[src/rtl/uart_arb_pkg.sv]
// Shared types and defaults for the UART transmit arbiter.
package uart_arb_pkg;

  typedef enum logic [1:0] {
    IDLE = 2'd0,
    SEND = 2'd1,
    GAP  = 2'd2
  } state_t;

  localparam int N_REQ_DEF = 4;

endpackage

[src/rtl/rr_picker.sv]
// Combinational round-robin search: first set request at or above rr_ptr, with wrap.
module rr_picker
  import uart_arb_pkg::*;
#(
  parameter int N_REQ = N_REQ_DEF,
  parameter int ID_W  = (N_REQ > 1) ? $clog2(N_REQ) : 1
) (
  input  logic [N_REQ-1:0] req_valid,
  input  logic [ID_W-1:0]  rr_ptr,
  output logic             any,
  output logic [ID_W-1:0]  w
);

  always_comb begin
    any = |req_valid;
    w   = '0;
    // Walk from the farthest offset down so the nearest hit is the one kept.
    for (int k = N_REQ - 1; k >= 0; k--) begin
      if (req_valid[ID_W'((int'(rr_ptr) + k) % N_REQ)]) begin
        w = ID_W'((int'(rr_ptr) + k) % N_REQ);
      end
    end
  end

endmodule

[src/rtl/uart_tx_arbiter.sv]
// Round-robin arbiter granting N_REQ byte requesters access to one uart_sender,
// with a send timeout and an enforced idle gap between frames.
module uart_tx_arbiter
  import uart_arb_pkg::*;
#(
  parameter int N_REQ          = N_REQ_DEF,
  parameter int TIMEOUT_CYCLES = 200000,
  parameter int GAP_CYCLES     = 16,
  parameter int ID_W           = (N_REQ > 1) ? $clog2(N_REQ) : 1
) (
  input  logic                 sys_clk,
  input  logic                 reset,
  input  logic [N_REQ-1:0]     req_valid,
  input  logic [8*N_REQ-1:0]   req_data,
  output logic [N_REQ-1:0]     req_ack,
  input  logic                 tx_done,
  output logic                 send_enable,
  output logic [7:0]           data_to_send,
  output logic [ID_W-1:0]      owner_id,
  output logic                 busy,
  output logic                 timeout_err
);

  localparam int MAX_CNT = (TIMEOUT_CYCLES > GAP_CYCLES) ? TIMEOUT_CYCLES : GAP_CYCLES;
  localparam int CNT_W   = $clog2(MAX_CNT + 1);
  localparam logic [CNT_W-1:0] TO_LAST  = CNT_W'(TIMEOUT_CYCLES - 1);
  localparam logic [CNT_W-1:0] GAP_LAST = CNT_W'(GAP_CYCLES - 1);

  state_t            state, state_nxt;
  logic [CNT_W-1:0]  cnt, cnt_nxt;
  logic [ID_W-1:0]   rr_ptr, rr_nxt;
  logic [N_REQ-1:0]  ack_nxt;
  logic              send_nxt, to_nxt;
  logic [7:0]        data_nxt;
  logic [ID_W-1:0]   owner_nxt;
  logic              pick_any;
  logic [ID_W-1:0]   pick_w;

  function automatic logic [CNT_W-1:0] sat_inc(input logic [CNT_W-1:0] v);
    return (v == {CNT_W{1'b1}}) ? v : v + CNT_W'(1);
  endfunction

  rr_picker #(
    .N_REQ (N_REQ),
    .ID_W  (ID_W)
  ) u_picker (
    .req_valid (req_valid),
    .rr_ptr    (rr_ptr),
    .any       (pick_any),
    .w         (pick_w)
  );

  always_ff @(posedge sys_clk or posedge reset) begin
    if (reset) begin
      state        <= IDLE;
      cnt          <= '0;
      rr_ptr       <= '0;
      req_ack      <= '0;
      send_enable  <= 1'b0;
      data_to_send <= 8'h00;
      owner_id     <= '0;
      timeout_err  <= 1'b0;
    end else begin
      state        <= state_nxt;
      cnt          <= cnt_nxt;
      rr_ptr       <= rr_nxt;
      req_ack      <= ack_nxt;
      send_enable  <= send_nxt;
      data_to_send <= data_nxt;
      owner_id     <= owner_nxt;
      timeout_err  <= to_nxt;
    end
  end

  always_comb begin
    state_nxt = state;
    cnt_nxt   = cnt;
    rr_nxt    = rr_ptr;
    ack_nxt   = '0;
    send_nxt  = send_enable;
    data_nxt  = data_to_send;
    owner_nxt = owner_id;
    to_nxt    = 1'b0;
    case (state)
      IDLE: begin
        cnt_nxt = '0;
        if (pick_any) begin
          ack_nxt   = N_REQ'(1) << pick_w;
          data_nxt  = req_data[int'(pick_w)*8 +: 8];
          owner_nxt = pick_w;
          send_nxt  = 1'b1;
          rr_nxt    = (pick_w == ID_W'(N_REQ - 1)) ? '0 : pick_w + ID_W'(1);
          state_nxt = SEND;
        end
      end
      SEND: begin
        // tx_done wins over a simultaneous timeout.
        if (tx_done || cnt == TO_LAST) begin
          send_nxt  = 1'b0;
          to_nxt    = ~tx_done;
          cnt_nxt   = '0;
          state_nxt = (GAP_CYCLES == 0) ? IDLE : GAP;
        end else begin
          cnt_nxt = sat_inc(cnt);
        end
      end
      GAP: begin
        if (cnt == GAP_LAST) begin
          cnt_nxt   = '0;
          state_nxt = IDLE;
        end else begin
          cnt_nxt = sat_inc(cnt);
        end
      end
      default: begin
        state_nxt = IDLE;
        cnt_nxt   = '0;
        send_nxt  = 1'b0;
      end
    endcase
  end

  assign busy = (state != IDLE);

endmodule

[config.mk]
export PLATFORM = sky130hd
export DESIGN_NAME = uart_tx_arbiter
export DESIGN_NICKNAME = d
export VERILOG_FILES = /design/src/rtl/uart_arb_pkg.sv /design/src/rtl/rr_picker.sv /design/src/rtl/uart_tx_arbiter.sv
export SDC_FILE = /design/constraint.sdc
export NUM_CORES = 1
export LEC_CHECK = 0
export ABC_AREA = 1
export BUFFER_PORTS_ARGS = -buffer_cell sky130_fd_sc_hd__buf_2
export CORE_UTILIZATION = 50
export CTS_CLUSTER_DIAMETER = 80
export DETAILED_ROUTE_END_ITERATION = 8
export HOLD_SLACK_MARGIN = 0.06
export PLACE_DENSITY = 0.75
export SLEW_MARGIN = 20
export SYNTH_ARGS = -nofsm -noshare
export SYNTH_HDL_FRONTEND = slang
export SYNTH_HIERARCHICAL = 1
export SYNTH_SLANG_ARGS = --single-unit
[constraint.sdc]
create_clock -name sys_clk -period 2.4 [get_ports sys_clk]
set_input_delay 0.12 -clock sys_clk [delete_from_list [all_inputs] [get_ports sys_clk]]
set_output_delay 0.12 -clock sys_clk [all_outputs]
set_load 0.01 [all_outputs]
==> Word-level counts from Yosys, hierarchy flattened <==
Cells that the tools add are included.
{ "totals": {"input_bits": 39, "wordCells": 69, "reg_bits": 38} }
{ "classes": {"shifts": 2, "eq_ne": 9, "muxes": 32, "add_sub_neg": 5, "bitwise": 2, "magnitude_cmp": 4, "reduce_logical": 7} }
{ "ops": {"columns": ["cell", "n"], "rows": [
  ["2-to-1 mux 18 bit", 3],
  ["== test 18 bit (second input constant)", 2],
  ["case mux 18 bit (2 select lines)", 1],
  ["variable part select 32 x 6 -> 8 bit", 1],
  ["adder 18 x 1 -> 18 bit (second input constant)", 1],
  ["== test 18 x 4 -> 1 bit (second input constant)", 1],
  ["less-than comparator 2 x 4 -> 1 bit (second input constant)", 4],
  ["2-to-1 mux 2 bit", 8],
  ["2-to-1 mux 1 bit", 12],
  ["binary-select mux 1 bit (select 2 bit)", 4],
  ["2-to-1 mux 4 bit", 2],
  ["inequality test 2 bit (second input constant)", 3],
  ["case mux 2 bit (3 select lines)", 1],
  ["AND reduction 3 bit", 2],
  ["adder 2 x 1 -> 2 bit (second input constant)", 2],
  ["adder 2 bit (second input constant)", 2],
  ["== test 2 bit (second input constant)", 2],
  ["OR reduction 4 bit", 1],
  ["left shift 1 x 2 -> 4 bit (first input constant)", 1],
  ["case mux 1 bit (3 select lines)", 1],
  ["== test 2 x 1 -> 1 bit (second input constant)", 1],
  ["zero test 2 bit", 1],
  ["inverter 1 bit", 2],
  ["AND reduction 2 bit", 1],
  ["2 further kinds", 2]
]} }

==> Longest topological paths before layout <==
{ "logic_depth": {"ltp_word": 11, "ltp_mapped": 16} }

==> Modules after synthesis <==
The synthesis kept the hierarchy.
{ "by_module_without_submodules": {"columns": ["module", "seq_area_each_um2", "cells_each", "area_each_um2", "n_inst"], "rows": [
  ["uart_tx_arbiter", 950.9, 309, 2222.1, 1],
  ["rr_picker", 0.0, 46, 188.9, 1]
]} }

==> Worst setup path before layout <==
OpenSTA, ideal clock, no wires.
{ "synth_timing": {"path_kind": "register to register", "startpoint": "reg rr_ptr[0]", "endpoint": "reg rr_ptr[1]", "setup_ps": 117, "path_stages_with_launch": 17, "t_arrival_ps": 2002, "setup_slack_ps": 281, "t_required_ps": 2283, "path_buffers": 2, "period_less_slack_ps": 2119, "path_cell_list": "dfrtp_1 inv_2 nand2_1 nand2_1 nand2_1 nand2_1 nand2_1 nand2_1 nand2_1 nand2_1 inv_1 clkbuf_1 inv_1 clkbuf_1 ha_1 nand2_1 nand2_1"} }
{ "synth_via": {"elab_chain_cells": 10} }
{ "synth_rtl": {"columns": ["item", "line", "text"], "rows": [
  ["start, declared", "uart_tx_arbiter.sv:31", "logic [ID_W-1:0] rr_ptr, rr_nxt;"],
  ["start signal, assigned", "uart_tx_arbiter.sv:66", "rr_ptr <= rr_nxt;"],
  ["adder 2 bit", "rr_picker.sv:19, rr_picker.sv:20", null],
  ["binary-select mux 1 bit (select 2 bit)", "rr_picker.sv:19", "if (req_valid[ID_W'((int'(rr_ptr) + k) % N_REQ)]) begin"],
  ["2-to-1 mux 1 bit (not written as such) (2 in series)", "rr_picker.sv:19", null],
  ["2-to-1 mux 2 bit (3 in series)", "rr_picker.sv:19", null],
  ["2-to-1 mux 2 bit *", "rr_picker.sv:19", null],
  ["via pick_w[0]", "uart_tx_arbiter.sv:37", "logic [ID_W-1:0] pick_w;"],
  ["adder 2 x 1 -> 2 bit or == test 2 bit (tied branches)", "uart_tx_arbiter.sv:92", "rr_nxt = (pick_w == ID_W'(N_REQ - 1)) ? '0 : pick_w + ID_W'(1);"],
  ["2-to-1 mux 2 bit *", "uart_tx_arbiter.sv:92", null]
]} }
Mark *: on every way through the listed nets, which the timed path passes. The rest lies on a longest branch. The select of a mux whose other input is x is not followed.
A chain may end at the register's enable or synchronous reset.

==> Final worst setup path <==
Ends and elaborated chain as after synthesis.

==> results.ini <==
[floorplanning]
die_y_um = 71.44
num_io_pins = 56
core_area_um2 = 4504
die_w_um = 71.44
rows = 24
die_area_um2 = 5104
initial_core_util = 0.5353

[finish]
areaGrowthSynthToFinish_pct = 19.72
stdcell_count = 471
final_nets = 465
multiInputGateArea_um2 = 1259
final.fill_count = 414
seq_area_um2 = 950.9
drive_gt1_frac = 0.1885
final_core_util = 0.6408
n_antenna_cell = 0

[clocking]
cts_buffer_depth = 2
tritoncts = done
clkSinkCount = 38
h-tree-depth = 2
post_cts_resized = 0
clk_latency_ns = 0.30
clockRootBuffer = clkbuf_8
cts_made_buffers = 5
clkTransAtPathRegs_ns = 0.08
post_cts.repair.setup_buffers = 0
holdBufCountCts = 2

[pwr]
pwr-share-comb = 0.550
vdd_drop_max_v = 0.001194
seqPwrFrac = 0.282
switching_share = 0.4499
p_per_area_nw_per_um2 = 1119
pwr-share-clk = 0.168
internal_power_w = 0.001777
leakage_nw = 1.521
p_sw_w = 0.001453

[sta]
hold_violations = 0
period_share = 0.8356
rsz0062_at_grt = no
max_freq_ghz = 0.4986
finClkSkew_ns = 0.009621
slew_headroom = 0.6780
slew_viol_final = 0
setup_violations = 0
fin_crit_ns = 2.006
hold-worst-slack_ns = 0.1139
fin_setup_tns_ns = 0
fin_ws_ns = 0.3945
worst_slew_pin_slew_ns = 0.4829

[worst_hold_path]
hold_depth = 3
hold_path.class = primary input to flop

[logic_synthesis]
syn_inst = 355
muxShareOfSynthArea = 0
async_reset_ff_frac = 1.000
synth_nets = 402
synth_xor_area_frac = 0.003633
synth_top_family_by_area = simple AND/OR/NAND/NOR gates
synth-simple-area-share = 0.3913
syn_avg_cell_area_um2 = 6.792
synth_compound_area_frac = 0.08563
ys_seq_area_frac = 0.3944
synth-seq-cells = 38
synth_fa_ha_area_frac = 0.04152
syn_area_um2 = 2411
ys_types = 28
yosysWarnings = 6
synth_flop_cell = dfrtp_1
synth_edf_count = 0

[status]
run_status = complete, no violations

[placed_design]
dp_hpwl_um = 4037
place_inst = 461
place.gp.congestion = 0.7890
dpl_worst_slack_ns = 0.4198
numPortBuffers = 55

[route]
drtIter0Drc = 69
drt_wl_total_um = 5425
drc_errors = 0
dr.pass1.iters = 5
vias = 2369
wire_per_inst_um = 11.52
vias_per_cell = 5.030
final_antenna_net_count = 0

[grt]
antenna_found_initial = 0
gr-usage-all-layers = 0.2363
grt_max_degree = 39
grt_pass1_vias = 2265
grt_pass1_wl_um = 9453
globalRoute.totalOverflow = 0

[setup_path]
cp_max_fo = 11
cp.arrival_ns = 2.20
crit_slowest_cell = dfrtp_1
crit_cells = 12
cp_cell_sequence = inv_2 > nand2_1 > nand2_1 > nor2_1 > nand2_1 > nand3_1 > nand3_1 > nand2_1 > clkinv_1 > ha_1 > nand2_1 > nand2_1
crit_buf_inv = 2
slowest_delay_ns = 0.48
critPathRequiredTime_ns = 2.59
critPathKind = flop to flop
end_kind = flop
critPathTopFamily = simple AND/OR/NAND/NOR gates
r2r_cells = 12
cp_common_cell = nand2_1
start_kind = flop

[run]
maxCapViolations = 0

power by group through the flow:
stage / registers (W) / clock network, W / logic (W)
detailed placement: 0.000921 / 0 / 0.00178
finish: 0.000911 / 0.000541 / 0.00178
global route: 0.000930 / 0.000575 / 0.00207
CTS: 0.000912 / 0.000556 / 0.00179
floorplan: 0.000956 / 0 / 0.00125
global placement: 0.000919 / 0 / 0.00174
worst register-to-register path, cell delays in order, from the launching register on:
cell      delay (ns)
dfrtp_1         0.48
inv_2           0.12
nand2_1         0.08
nand2_1         0.07
nor2_1          0.11
nand2_1         0.05
nand3_1         0.06
nand3_1         0.07
nand2_1         0.09
clkinv_1        0.29
ha_1            0.39
nand2_1         0.06
nand2_1         0.04
flip-flops by register name (all words and copies together), names as in the netlist:
| register | cells |
|---|---|
| timeout_err | 1 |
| req_ack | 4 |
| state | 2 |
| rr_ptr | 2 |
| data_to_send | 8 |
| owner_id | 2 |
| cnt | 18 |
| send_enable | 1 |
routing by layer:
layer | vias to the layer above | wire length [µm] | GRT usage
met5 | - | 0 | 0
met4 | 0 | 44 | 0.08444
li1 | 1236 | - | -
met3 | 5 | 259 | 0.03657
met1 | 1069 | 2475 | 0.2862
met2 | 59 | 2645 | 0.4254
area by class of cell:
class | instances | area share
timing repair buffer | 63 | 0.1179
multi-input combinational | 267 | 0.4361
clock buffer | 6 | 0.02514
clock inverter | 2 | 0.01300
inverter | 43 | 0.05592
sequential | 38 | 0.3294
tap | 52 | 0.02254
layout by cell type (no fill, tap or decap), types with 3 or more instances in the layout:
cell / count
clkbuf_8: 5
ha_1: 8
buf_4: 6
buf_2: 55
dfrtp_1: 38
nor3_1: 13
inv_1: 40
o21ai_0: 21
a31oi_1: 9
nor2_1: 93
a21oi_1: 3
nand3_1: 18
nand2_2: 3
nand2_1: 85
worst paths after layout:
path / slack, ns / start / endpoint
worst max-delay path: 0.39 / rr_ptr[0] / rr_ptr[1]
worst min-delay path: 0.11 / req_data[15] / data_to_send[7]
worst max register to register: 0.39 / rr_ptr[0] / rr_ptr[1]
worst min register to register: 0.49 / send_enable / send_enable
max in group asynchronous: 1.58 / reset / cnt[6]
min in group asynchronous: 0.48 / reset / data_to_send[7]
synthesized netlist by cell type (3+ instances only):
cell / n / area, µm²
nand2_1: 85 / 319.1
clkbuf_1: 3 / 11.26
nand2_2: 3 / 18.77
ha_1: 8 / 100.1
nand3_1: 18 / 90.09
o21ai_0: 21 / 105.1
nor2_1: 93 / 349.1
dfrtp_1: 38 / 950.9
a31oi_1: 9 / 56.30
inv_1: 40 / 150.1
nor3_1: 13 / 65.06
a21oi_1: 3 / 15.01
cells by family after synthesis:
group           after synthesis
simple gates                222
xor+xnor                      1
compound gates               36
buf+inv                      50
fa+ha+maj                     8
flops                        38
metrics by stage:
stage / area [µm²] / total power, W
floorplan: 2411 / 0.002205
global placement: 2756 / 0.002658
detailed placement: 2756 / 0.002704
CTS: 2887 / 0.003261
global route: 2887 / 0.003574
finish: 2887 / 0.003230
Note: power is estimated with default switching activity, not from simulation.
